--- config.mk ---
export PLATFORM = sky130hd
export DESIGN_NAME = eeprom_test_sequencer
export DESIGN_NICKNAME = d
export VERILOG_FILES = /design/src/rtl/eeprom_test_sequencer.sv
export SDC_FILE = /design/constraint.sdc
export NUM_CORES = 1
export LEC_CHECK = 0
export CORE_ASPECT_RATIO = 0.8
export CORE_MARGIN = 5
export CORE_UTILIZATION = 30
export CTS_CLUSTER_SIZE = 12
export DETAILED_ROUTE_END_ITERATION = 12
export PLACE_DENSITY_LB_ADDON = 0.2
export SLEW_MARGIN = 10
export SYNTH_ARGS = -nofsm -noshare
export SYNTH_HDL_FRONTEND = slang
export SYNTH_SLANG_ARGS = --single-unit
--- constraint.sdc ---
create_clock -name clk_i -period 3.6 [get_ports clk_i]
set_input_delay 0.36 -clock clk_i [delete_from_list [all_inputs] [get_ports clk_i]]
set_output_delay 0.36 -clock clk_i [all_outputs]
set_load 0.02 [all_outputs]
--- src/rtl/eeprom_test_sequencer.sv ---
// ---------------------------------------------------------------------------
// eeprom_test_sequencer
//
// Purpose:
//   Drives the request interface of an I2C EEPROM controller to run one
//   write/read-back test pass. On go it writes BYTE_CNT bytes starting at
//   START_ADDR. Each byte uses one I2C transaction and carries the pattern
//   addr[7:0] ^ SEED, and each write is followed by a TWR_CYCLES wait. It then
//   reads every byte back and compares it with the pattern. It reports
//   pass/fail, a saturating mismatch count and the first failing address.
//   A transaction that gets no i2c_done_i within TIMEOUT_CYCLES counts as a
//   timeout (NACK / hung bus).
//
// Optional feature (macro EEPROM_RETRY_EN):
//   When defined, a timed-out transaction is reissued (same address and
//   data) up to 3 times. timeout_err_o is raised only after the 4th
//   consecutive timeout. The retry count restarts for every byte.
//   When undefined, the first timeout ends the pass with pass_o = 0.
//
// Ports:
//   clk_i           system clock
//   rst_n_i         synchronous active-low reset
//   go_i            start a test pass (only sampled while idle)
//   i2c_done_i      one-cycle completion pulse from the controller
//   rd_byte_i       read data, valid with i2c_done_i on a read
//   i2c_start_o     one-cycle transaction request
//   rd_flag_o       0 = write transaction, 1 = random read
//   wr_dev_o        write control byte {DEV_ADDR, 0}
//   rd_dev_o        read control byte  {DEV_ADDR, 1}
//   addh_o, addl_o  memory address high / low byte
//   wr_data_o       byte to write
//   busy_o          high from go accept until the pass ends
//   done_o          one-cycle pulse at the end of a pass
//   pass_o          result of the last pass, held until next go
//   timeout_err_o   sticky timeout flag, cleared on go
//   mismatch_cnt_o  saturating compare-failure count, cleared on go
//   fail_addr_o     address of the first mismatch, cleared on go
// ---------------------------------------------------------------------------
module eeprom_test_sequencer #(
  parameter logic [6:0]  DEV_ADDR       = 7'h50,
  parameter logic [15:0] START_ADDR     = 16'h0000,
  parameter int unsigned BYTE_CNT       = 32'd16,
  parameter logic [7:0]  SEED           = 8'hA5,
  parameter int unsigned TWR_CYCLES     = 32'd250000,
  parameter int unsigned TIMEOUT_CYCLES = 32'd100000
) (
  input  logic        clk_i,
  input  logic        rst_n_i,
  input  logic        go_i,
  input  logic        i2c_done_i,
  input  logic [7:0]  rd_byte_i,
  output logic        i2c_start_o,
  output logic        rd_flag_o,
  output logic [7:0]  wr_dev_o,
  output logic [7:0]  rd_dev_o,
  output logic [7:0]  addh_o,
  output logic [7:0]  addl_o,
  output logic [7:0]  wr_data_o,
  output logic        busy_o,
  output logic        done_o,
  output logic        pass_o,
  output logic        timeout_err_o,
  output logic [7:0]  mismatch_cnt_o,
  output logic [15:0] fail_addr_o
);

  typedef enum logic [3:0] {
    S_IDLE    = 4'd0,
    S_WR_REQ  = 4'd1,
    S_WR_WAIT = 4'd2,
    S_WR_DLY  = 4'd3,
    S_RD_REQ  = 4'd4,
    S_RD_WAIT = 4'd5,
    S_CMP     = 4'd6,
    S_ERR     = 4'd7,
    S_FIN     = 4'd8
  } state_e;

  // BYTE_CNT may be 65536, so the last index is what is kept, not the count.
  localparam logic [15:0] LAST_IDX = 16'(BYTE_CNT - 32'd1);
  localparam logic [31:0] TWR_LAST = 32'(TWR_CYCLES - 32'd1);
  localparam logic [31:0] TMO_LAST = 32'(TIMEOUT_CYCLES - 32'd1);

  state_e      state_q, state_d;
  logic [15:0] addr_q, addr_d;
  logic [15:0] idx_q, idx_d;
  // The timeout count (in *_WAIT) and the tWR count (in WR_DLY) are never
  // needed together, so one counter serves both.
  logic [31:0] cnt_q, cnt_d;
  logic [7:0]  rd_byte_q, rd_byte_d;
  logic        start_q, start_d;
  logic        rd_flag_q, rd_flag_d;
  logic [7:0]  wr_data_q, wr_data_d;
  logic        busy_q, busy_d;
  logic        done_q, done_d;
  logic        pass_q, pass_d;
  logic        tmo_err_q, tmo_err_d;
  logic [7:0]  mm_cnt_q, mm_cnt_d;
  logic [15:0] fail_addr_q, fail_addr_d;
  logic        tmo_hit_s;
`ifdef EEPROM_RETRY_EN
  logic [1:0]  retry_q, retry_d;
`endif

  // State and datapath registers with synchronous active-low reset.
  always_ff @(posedge clk_i) begin
    if (!rst_n_i) begin
      state_q     <= S_IDLE;
      addr_q      <= 16'h0000;
      idx_q       <= 16'h0000;
      cnt_q       <= 32'd0;
      rd_byte_q   <= 8'h00;
      start_q     <= 1'b0;
      rd_flag_q   <= 1'b0;
      wr_data_q   <= 8'h00;
      busy_q      <= 1'b0;
      done_q      <= 1'b0;
      pass_q      <= 1'b0;
      tmo_err_q   <= 1'b0;
      mm_cnt_q    <= 8'h00;
      fail_addr_q <= 16'h0000;
`ifdef EEPROM_RETRY_EN
      retry_q     <= 2'd0;
`endif
    end else begin
      state_q     <= state_d;
      addr_q      <= addr_d;
      idx_q       <= idx_d;
      cnt_q       <= cnt_d;
      rd_byte_q   <= rd_byte_d;
      start_q     <= start_d;
      rd_flag_q   <= rd_flag_d;
      wr_data_q   <= wr_data_d;
      busy_q      <= busy_d;
      done_q      <= done_d;
      pass_q      <= pass_d;
      tmo_err_q   <= tmo_err_d;
      mm_cnt_q    <= mm_cnt_d;
      fail_addr_q <= fail_addr_d;
`ifdef EEPROM_RETRY_EN
      retry_q     <= retry_d;
`endif
    end
  end

  // Next-state and next-output logic for the test sequence.
  always_comb begin
    state_d     = state_q;
    addr_d      = addr_q;
    idx_d       = idx_q;
    cnt_d       = cnt_q;
    rd_byte_d   = rd_byte_q;
    start_d     = 1'b0;
    rd_flag_d   = rd_flag_q;
    wr_data_d   = wr_data_q;
    busy_d      = busy_q;
    done_d      = 1'b0;
    pass_d      = pass_q;
    tmo_err_d   = tmo_err_q;
    mm_cnt_d    = mm_cnt_q;
    fail_addr_d = fail_addr_q;
    tmo_hit_s   = 1'b0;
`ifdef EEPROM_RETRY_EN
    retry_d     = retry_q;
`endif

    case (state_q)
      S_IDLE: begin
        if (go_i) begin
          busy_d      = 1'b1;
          pass_d      = 1'b0;
          tmo_err_d   = 1'b0;
          mm_cnt_d    = 8'h00;
          fail_addr_d = 16'h0000;
          addr_d      = START_ADDR;
          idx_d       = 16'h0000;
`ifdef EEPROM_RETRY_EN
          retry_d     = 2'd0;
`endif
          state_d     = S_WR_REQ;
        end else begin
          state_d = S_IDLE;
        end
      end

      // Request fields are registered here and stay put through *_WAIT.
      S_WR_REQ: begin
        start_d   = 1'b1;
        rd_flag_d = 1'b0;
        wr_data_d = addr_q[7:0] ^ SEED;
        cnt_d     = 32'd0;
        state_d   = S_WR_WAIT;
      end

      S_WR_WAIT: begin
        if (i2c_done_i) begin
          cnt_d   = 32'd0;
`ifdef EEPROM_RETRY_EN
          retry_d = 2'd0;
`endif
          state_d = S_WR_DLY;
        end else if (cnt_q == TMO_LAST) begin
          tmo_hit_s = 1'b1;
        end else begin
          cnt_d = cnt_q + 32'd1;
        end
      end

      S_WR_DLY: begin
        if (cnt_q == TWR_LAST) begin
          cnt_d = 32'd0;
          if (idx_q == LAST_IDX) begin
            idx_d   = 16'h0000;
            addr_d  = START_ADDR;
            state_d = S_RD_REQ;
          end else begin
            idx_d   = idx_q + 16'd1;
            addr_d  = addr_q + 16'd1;
            state_d = S_WR_REQ;
          end
        end else begin
          cnt_d = cnt_q + 32'd1;
        end
      end

      S_RD_REQ: begin
        start_d   = 1'b1;
        rd_flag_d = 1'b1;
        cnt_d     = 32'd0;
        state_d   = S_RD_WAIT;
      end

      S_RD_WAIT: begin
        if (i2c_done_i) begin
          rd_byte_d = rd_byte_i;
`ifdef EEPROM_RETRY_EN
          retry_d   = 2'd0;
`endif
          state_d   = S_CMP;
        end else if (cnt_q == TMO_LAST) begin
          tmo_hit_s = 1'b1;
        end else begin
          cnt_d = cnt_q + 32'd1;
        end
      end

      S_CMP: begin
        if (rd_byte_q != (addr_q[7:0] ^ SEED)) begin
          // A zero count means this is the first mismatch of the pass.
          if (mm_cnt_q == 8'h00) begin
            fail_addr_d = addr_q;
          end else begin
            fail_addr_d = fail_addr_q;
          end
          if (mm_cnt_q != 8'hFF) begin
            mm_cnt_d = mm_cnt_q + 8'd1;
          end else begin
            mm_cnt_d = mm_cnt_q;
          end
        end else begin
          mm_cnt_d = mm_cnt_q;
        end
        if (idx_q == LAST_IDX) begin
          state_d = S_FIN;
        end else begin
          idx_d   = idx_q + 16'd1;
          addr_d  = addr_q + 16'd1;
          state_d = S_RD_REQ;
        end
      end

      S_ERR: begin
        state_d = S_FIN;
      end

      S_FIN: begin
        busy_d  = 1'b0;
        done_d  = 1'b1;
        pass_d  = (mm_cnt_q == 8'h00) && !tmo_err_q;
        state_d = S_IDLE;
      end

      default: begin
        state_d = S_IDLE;
      end
    endcase

    // Shared timeout handling for both *_WAIT states.
    if (tmo_hit_s) begin
`ifdef EEPROM_RETRY_EN
      if (retry_q == 2'd3) begin
        retry_d   = 2'd0;
        tmo_err_d = 1'b1;
        state_d   = S_ERR;
      end else begin
        retry_d = retry_q + 2'd1;
        state_d = (state_q == S_RD_WAIT) ? S_RD_REQ : S_WR_REQ;
      end
`else
      tmo_err_d = 1'b1;
      state_d   = S_ERR;
`endif
    end else begin
      cnt_d = cnt_d;
    end
  end

  assign wr_dev_o       = {DEV_ADDR, 1'b0};
  assign rd_dev_o       = {DEV_ADDR, 1'b1};
  assign i2c_start_o    = start_q;
  assign rd_flag_o      = rd_flag_q;
  assign addh_o         = addr_q[15:8];
  assign addl_o         = addr_q[7:0];
  assign wr_data_o      = wr_data_q;
  assign busy_o         = busy_q;
  assign done_o         = done_q;
  assign pass_o         = pass_q;
  assign timeout_err_o  = tmo_err_q;
  assign mismatch_cnt_o = mm_cnt_q;
  assign fail_addr_o    = fail_addr_q;

endmodule

==> impl_results.md <==
* Synth top area share at between 30% and 40%
* Antenna violations before repair at 0
* Final ANT Viol Nets at 0
* Number of global-route vias before repair at 5154
* Clock slew at reported path FFs at ~0.06 ns
* Number of synthesized flops with an enable pin at 0
* Post-DP HPWL at 12.32 mm
* Worst Path Required at 3.90 ns
* CORE AREA at approximately 20000 um2
* # setup viols final at 0
* Post-CTS Repair Setup Buffers at 0
* Post-route minimum period at around 2.8 ns
* Post-synthesis average cell area at between 8 and 9 um2
* DR vias at between 5000 and 6000
* Synthesized cell area at approximately 6000 um2
* Area leader, netlist: dfxtp_1
* Setup total negative slack at 0 ns
* Starting density of the core at a little under a third
* Clock Sinks at between 100 and 150
* Final Hold Fails at 0
* YS warnings at 0
* Site row count at 46
* Cts bufs inserted at 17
* Crit start category: register
* Final #Nets at around 810
* Skew-Pair Late Insertion Delay at between 0.4 and 0.5 ns
* Post-route worst setup slack at a little under 0.8 ns
* Status: finished, final reports clean
* Sequential share of the synthesized area at 38.21%
* Pre-CTS WS at 0.7252 ns
* DRT Wirelength at 17.62 mm
* TritonCTS clock tree: built
* Setup CP Type: reg2reg
* Iteration-0 DRC Markers at between 500 and 600
* Post-CTS resize count at 0
* First-pass GRT wire length at approximately 28 mm
* Power Dens Cells at ~550 nW/um2
* Total grt overflow at 0
* # Max-Cap Violations at 0
* Synth unique cells at 72
* Hold slack at 0.4547 ns
* Final Power at between 4000 and 5000 uW
* Die ar. at 22850 um2
* Hold-fix buffers, CTS at 0
* Post-synthesis instance total at 732
* Fmax at between 300 and 400 MHz
* Fin crit share at between 70% and 80%
* Drt first pass iters at 5
* Maximum clock path buffer count at 2
* Die span in y at 136.2 um
* Leading post-synthesis cells by cell area: dfxtp_1 38%, nor2_1 4.9%, a21oi_1 4.3%
* Synth Register Bits at 114
* Clock Skew at roughly 0.014 ns
* Crit-path max FO at 16
* Final-report max-slew violation count at 0
* Hold WC Path Type: reg2reg
* Slew headroom at roughly 49%
* Unrepaired setup endpoints after global routing: false
* Synth async-reset ratio at 0%
* Vias per cell at between 5 and 6
* Clk root buf: clkbuf_16
* # IOs at between 80 and 90
* GPL Wtd Cong at around 0.83
* WL/cell at roughly 17 um
* P&R area growth vs syn at 23.25%
* Htree depth at 4
* Leak at roughly 0.0024 uW
* Width of the chip at approximately 170 um
* Most used DFF post-synth: dfxtp_1
* Maximum VDD drop at approximately 0.32 mV
* PortBufs at 65
* Post-route DRC at 0
* Layout cell share with drive strength beyond 1 at just under 9%
* Worst Tran Pin Value at about 0.77 ns
* Number of fill cells at roughly 2100
* Worst EP arrival at about 3.1 ns
* Antenna fix cells at 0
* Worst Setup End Kind: register
* Largest net degree at the start of global routing at 33
* Total GRT Usage at 15.40%
## layout by cell type (no fill, tap or decap), types with 5 or more instances in the layout
cell type,netlist,routed
nor2_1,78,78
o21ai_0,23,23
a211oi_1,5,5
o31ai_1,8,8
clkbuf_16,0,17
a21oi_1,51,51
nand2_1,59,59
ha_1,5,5
xor2_1,14,14
o211ai_1,7,7
a31oi_1,11,11
nand4_1,33,33
conb_1,2,16
mux2i_1,17,17
clkdlybuf4s50_1,0,65
and2_1,7,7
and3_1,12,12
inv_1,18,18
buf_4,17,16
nand3_1,48,48
nor3_1,12,12
or3_1,19,19
or4_1,10,10
nand2b_1,7,7
nand3b_1,5,5
dfxtp_1,114,114
xnor2_1,20,20
and4_1,8,8
nor4_1,15,15
## worst max-delay path: stages, from the launching register on
cell and delay, ns:
dfxtp_1 0.67, nor2b_1 0.30, nor3b_2 0.41, o21ai_1 0.31, a21oi_1 0.55, nand4_1 0.19
mux2_2 0.30
## synthesized netlist by cell type (14+ instances only)
cell type and instances:
nand4_1 33, buf_4 17, nand3_1 48, mux2i_1 17, o21ai_0 23, xnor2_1 20, or3_1 19, a21oi_1 51
nor4_1 15, clkbuf_1 23, nor2_1 78, nand2_1 59, dfxtp_1 114, xor2_1 14, inv_1 18
## metrics by stage
stage               area (um2)  cells  util, %
finish                    7362   1066    37.40
global route              7362   1066    37.40
CTS                       7362   1066    37.40
detailed placement        6825   1034    34.67
global placement          6825   1034    34.67
floorplan                 6026    746        -
## path summary, 6_finish.rpt
path	from	endpoint	slack [ns]	cells after the start
worst max-delay path	state_q[2]	mismatch_cnt_o[4]	0.78	6
worst min-delay path	wr_data_o[3]	wr_data_o[3]	0.45	2
worst max register to register	state_q[2]	mismatch_cnt_o[4]	0.78	6
worst min register to register	wr_data_o[3]	wr_data_o[3]	0.45	2
## layout make-up
cell class	instances	area, um2	area share [%]
clock buffers	17	425.4	5.778
clock inverters	15	111.4	1.513
inverters	19	71.32	0.9687
multi-input cells	556	3371	45.79
flip-flops and latches	114	2282	31.00
well taps	264	330.3	4.487
repair buffers	81	770.7	10.47
## power by group
part           internal (uW)  switching [uW]  leakage [uW]  total [uW]
Combinational            373             757       0.00124        1130
Clock                    881             645      0.000256        1530
Sequential              1310            88.8      0.000920        1400
Total                   2570            1490       0.00242        4060
## logic make-up after synthesis
kind of cell    share of synthesized area, %
simple gates                           29.98
compound gates                         15.90
flops                                  38.21
buf+inv                                6.346
xor+xnor                               4.985
mux                                    3.414
fa+ha+maj                              1.047
other cells                           0.1257
## flip-flops by register name, indices dropped and copies added (netlist names), 4 cells and up
| signal | count |
|---|---|
| wr_data_o | 8 |
| state_q | 4 |
| cnt_q | 32 |
| addr_q | 16 |
| fail_addr_o | 16 |
| idx_q | 16 |
| mismatch_cnt_o | 8 |
| rd_byte_q | 8 |
## routing by layer
| metal | vias to the layer above | wire (um) | track usage, % |
|---|---|---|---|
| li1 | 2771 | - | - |
| met1 | 2611 | 9314 | 23.74 |
| met2 | 177 | 6795 | 20.36 |
| met3 | 23 | 1244 | 3.983 |
| met4 | 0 | 263 | 5.092 |
| met5 | - | 0 | 0 |
Power figures use the tool's default switching activity.
==> RTL change, RTL diff (same settings) <==
The option `EEPROM_RETRY_EN` is turned on by a define.
--- a/src/rtl/eeprom_test_sequencer.sv
+++ b/src/rtl/eeprom_test_sequencer.sv
@@ -36,6 +36,8 @@
 //   mismatch_cnt_o  saturating compare-failure count, cleared on go
 //   fail_addr_o     address of the first mismatch, cleared on go
 // ---------------------------------------------------------------------------
+`define EEPROM_RETRY_EN
+
 module eeprom_test_sequencer #(
   parameter logic [6:0]  DEV_ADDR       = 7'h50,
   parameter logic [15:0] START_ADDR     = 16'h0000,
Check against the original RTL: no difference found for any inputs over 10 cycles, from zero or initial values and one cycle with rst_n_i low; that may be too few to reach the edited logic, so the function may still have changed.
==> RTL change against the unedited design <==
Via count down 2.7%. Maximum frequency shrank 1.8%. Power down 1.3%. Design area is 1.4% higher. Routed wire length decreased by 7.2%. Worst setup slack got worse by 0.051 ns. Area after synthesis shrank 0.48%. Sequential cell count grew 2. Combinational power decreased by 42%. Critical endpoint is now addr_q[15]. Highest routed layer unchanged.
==> RTL change: results (changes against the unedited design) <==
[clock_tree]
clkTransAtPathRegs_ns=0.06  ; about the same

[outcome]
status=completed

[layout]
drive_above_1_share=0.0765  ; -0.0107
nets=802  ; -0.50%
top_register=cnt_q
fillers=2026  ; -1.7%

[power]
irDropWorstVdd_uv=308  ; -3.6%
p_leak_nw=2.57  ; +6.3%

[global_routing]
first_global_vias=5098  ; -1.1%
grt_pass1_wl_um=27200  ; -3.9%
grt_max_degree=40  ; +21%
antenna_found_initial=0  ; unchanged
grt_use_total=0.145  ; -0.00865

[critical_path]
r2r-end=addr_q[15]
arrival_ns=3.21  ; +0.09 ns
regToRegStartpoint=cnt_q[12]
r2r_cells=6  ; unchanged
crit_type=reg2reg

[drt]
drt_wl_total_um=16300  ; -7.2%
drt_iter0_markers=386  ; -29%
avgViaCountPerCell=5.12  ; -2.2%
vias=5434  ; -2.7%
drtPass1Iterations=6  ; +1

[synthesis]
synth.distinct_cells=65  ; -9.7%
yosys-top-cells-count=dfxtp_1, nand2_1, nor2_1, a21oi_1, nand3_1
seq_area_frac_synth=0.391  ; +0.00859
syn-mean-instance-area_sq_um=8.09  ; -0.89%
synth_area_leaders=dfxtp_1, nand2_1, nor2_1

[placement]
pre_cts_ws_ns=0.739  ; +0.0135 ns
dpl.hpwl_um=11100  ; -9.9%
dp.cells=1029  ; -0.48%
gp_congestion=0.829  ; +0.21%

[sta]
min_period_ns=2.87  ; +0.0512 ns
max_slew_margin=0.443  ; -0.0470
worst_clock_skew_ns=0.0104  ; -0.00345 ns

[hold_path]
hold_class=in2reg

RTL change: changes by cell type after synthesis, sizes merged, moves of 7 or more:
cell	change
nand2	+21
a22o	+16
inv	-12
nand4	-12
clkbuf	+11
a21oi	-10
xor2	-9
nor4	+8
xnor2	+8
nand3	-7
RTL change: worst min-delay path by stage:
stage,from,to,slack (ns),depth (start not counted)
global route,rst_n_i,i2c_start_o,0.47,3
floorplan,cnt_q[31],cnt_q[31],0.44,2
global placement,wr_data_o[1],wr_data_o[1],0.44,2
CTS,rst_n_i,i2c_start_o,0.43,3
detailed placement,wr_data_o[1],wr_data_o[1],0.45,2
finish,rst_n_i,i2c_start_o,0.46,3
RTL change: through the flow:
step                      cell area [sq um]  hold slack [ns]
final                                  7460            0.457
after floorplan                        6000            0.444
after detailed placement               6780            0.451
after global placement                 6780            0.443
after global routing                   7460            0.469
after CTS                              7460            0.425
RTL change: layer usage:
| layer | vias up | global-route usage | part of all wire |
|---|---|---|---|
| li1 | 2756 | - | - |
| met4 | 0 | 0.0419 | 0.0094 |
| met5 | - | 0 | 0 |
| met3 | 10 | 0.0288 | 0.038 |
| met2 | 105 | 0.215 | 0.42 |
| met1 | 2563 | 0.214 | 0.53 |
RTL change: cells by family after synthesis:
logic type,synth area share
other cells,0.00126
compound gates,0.157
xor+xnor,0.0486
fa+ha+maj,0.0126
mux,0.0242
flops,0.391
simple gates,0.307
buf+inv,0.0591
RTL change: area by class of cell:
| class | count | share of cell area |
|---|---|---|
| Timing Repair Buffer | 81 | 0.103 |
| Clock buffer | 18 | 0.0575 |
| Tap cell | 264 | 0.0443 |
| Multi-Input combinational cell | 560 | 0.446 |
| Inverter | 8 | 0.00402 |
| Sequential cell | 116 | 0.311 |
| Clock inverter | 14 | 0.0345 |
RTL change: worst max-delay path, cell delays in order, from the launching register on:
cell and delay, ns:
dfxtp_1 0.45, or4b_1 0.47, or4_1 0.51, o21ba_1 0.23, or2_1 0.43, or4_1 0.56
a21oi_1 0.15
RTL change: power by group:
group	total [W]	switching, W	internal, W
Clock	0.00199	0.000623	0.00137
Combinational	0.000651	0.000442	0.000209
Sequential	0.00137	0.0000517	0.00132
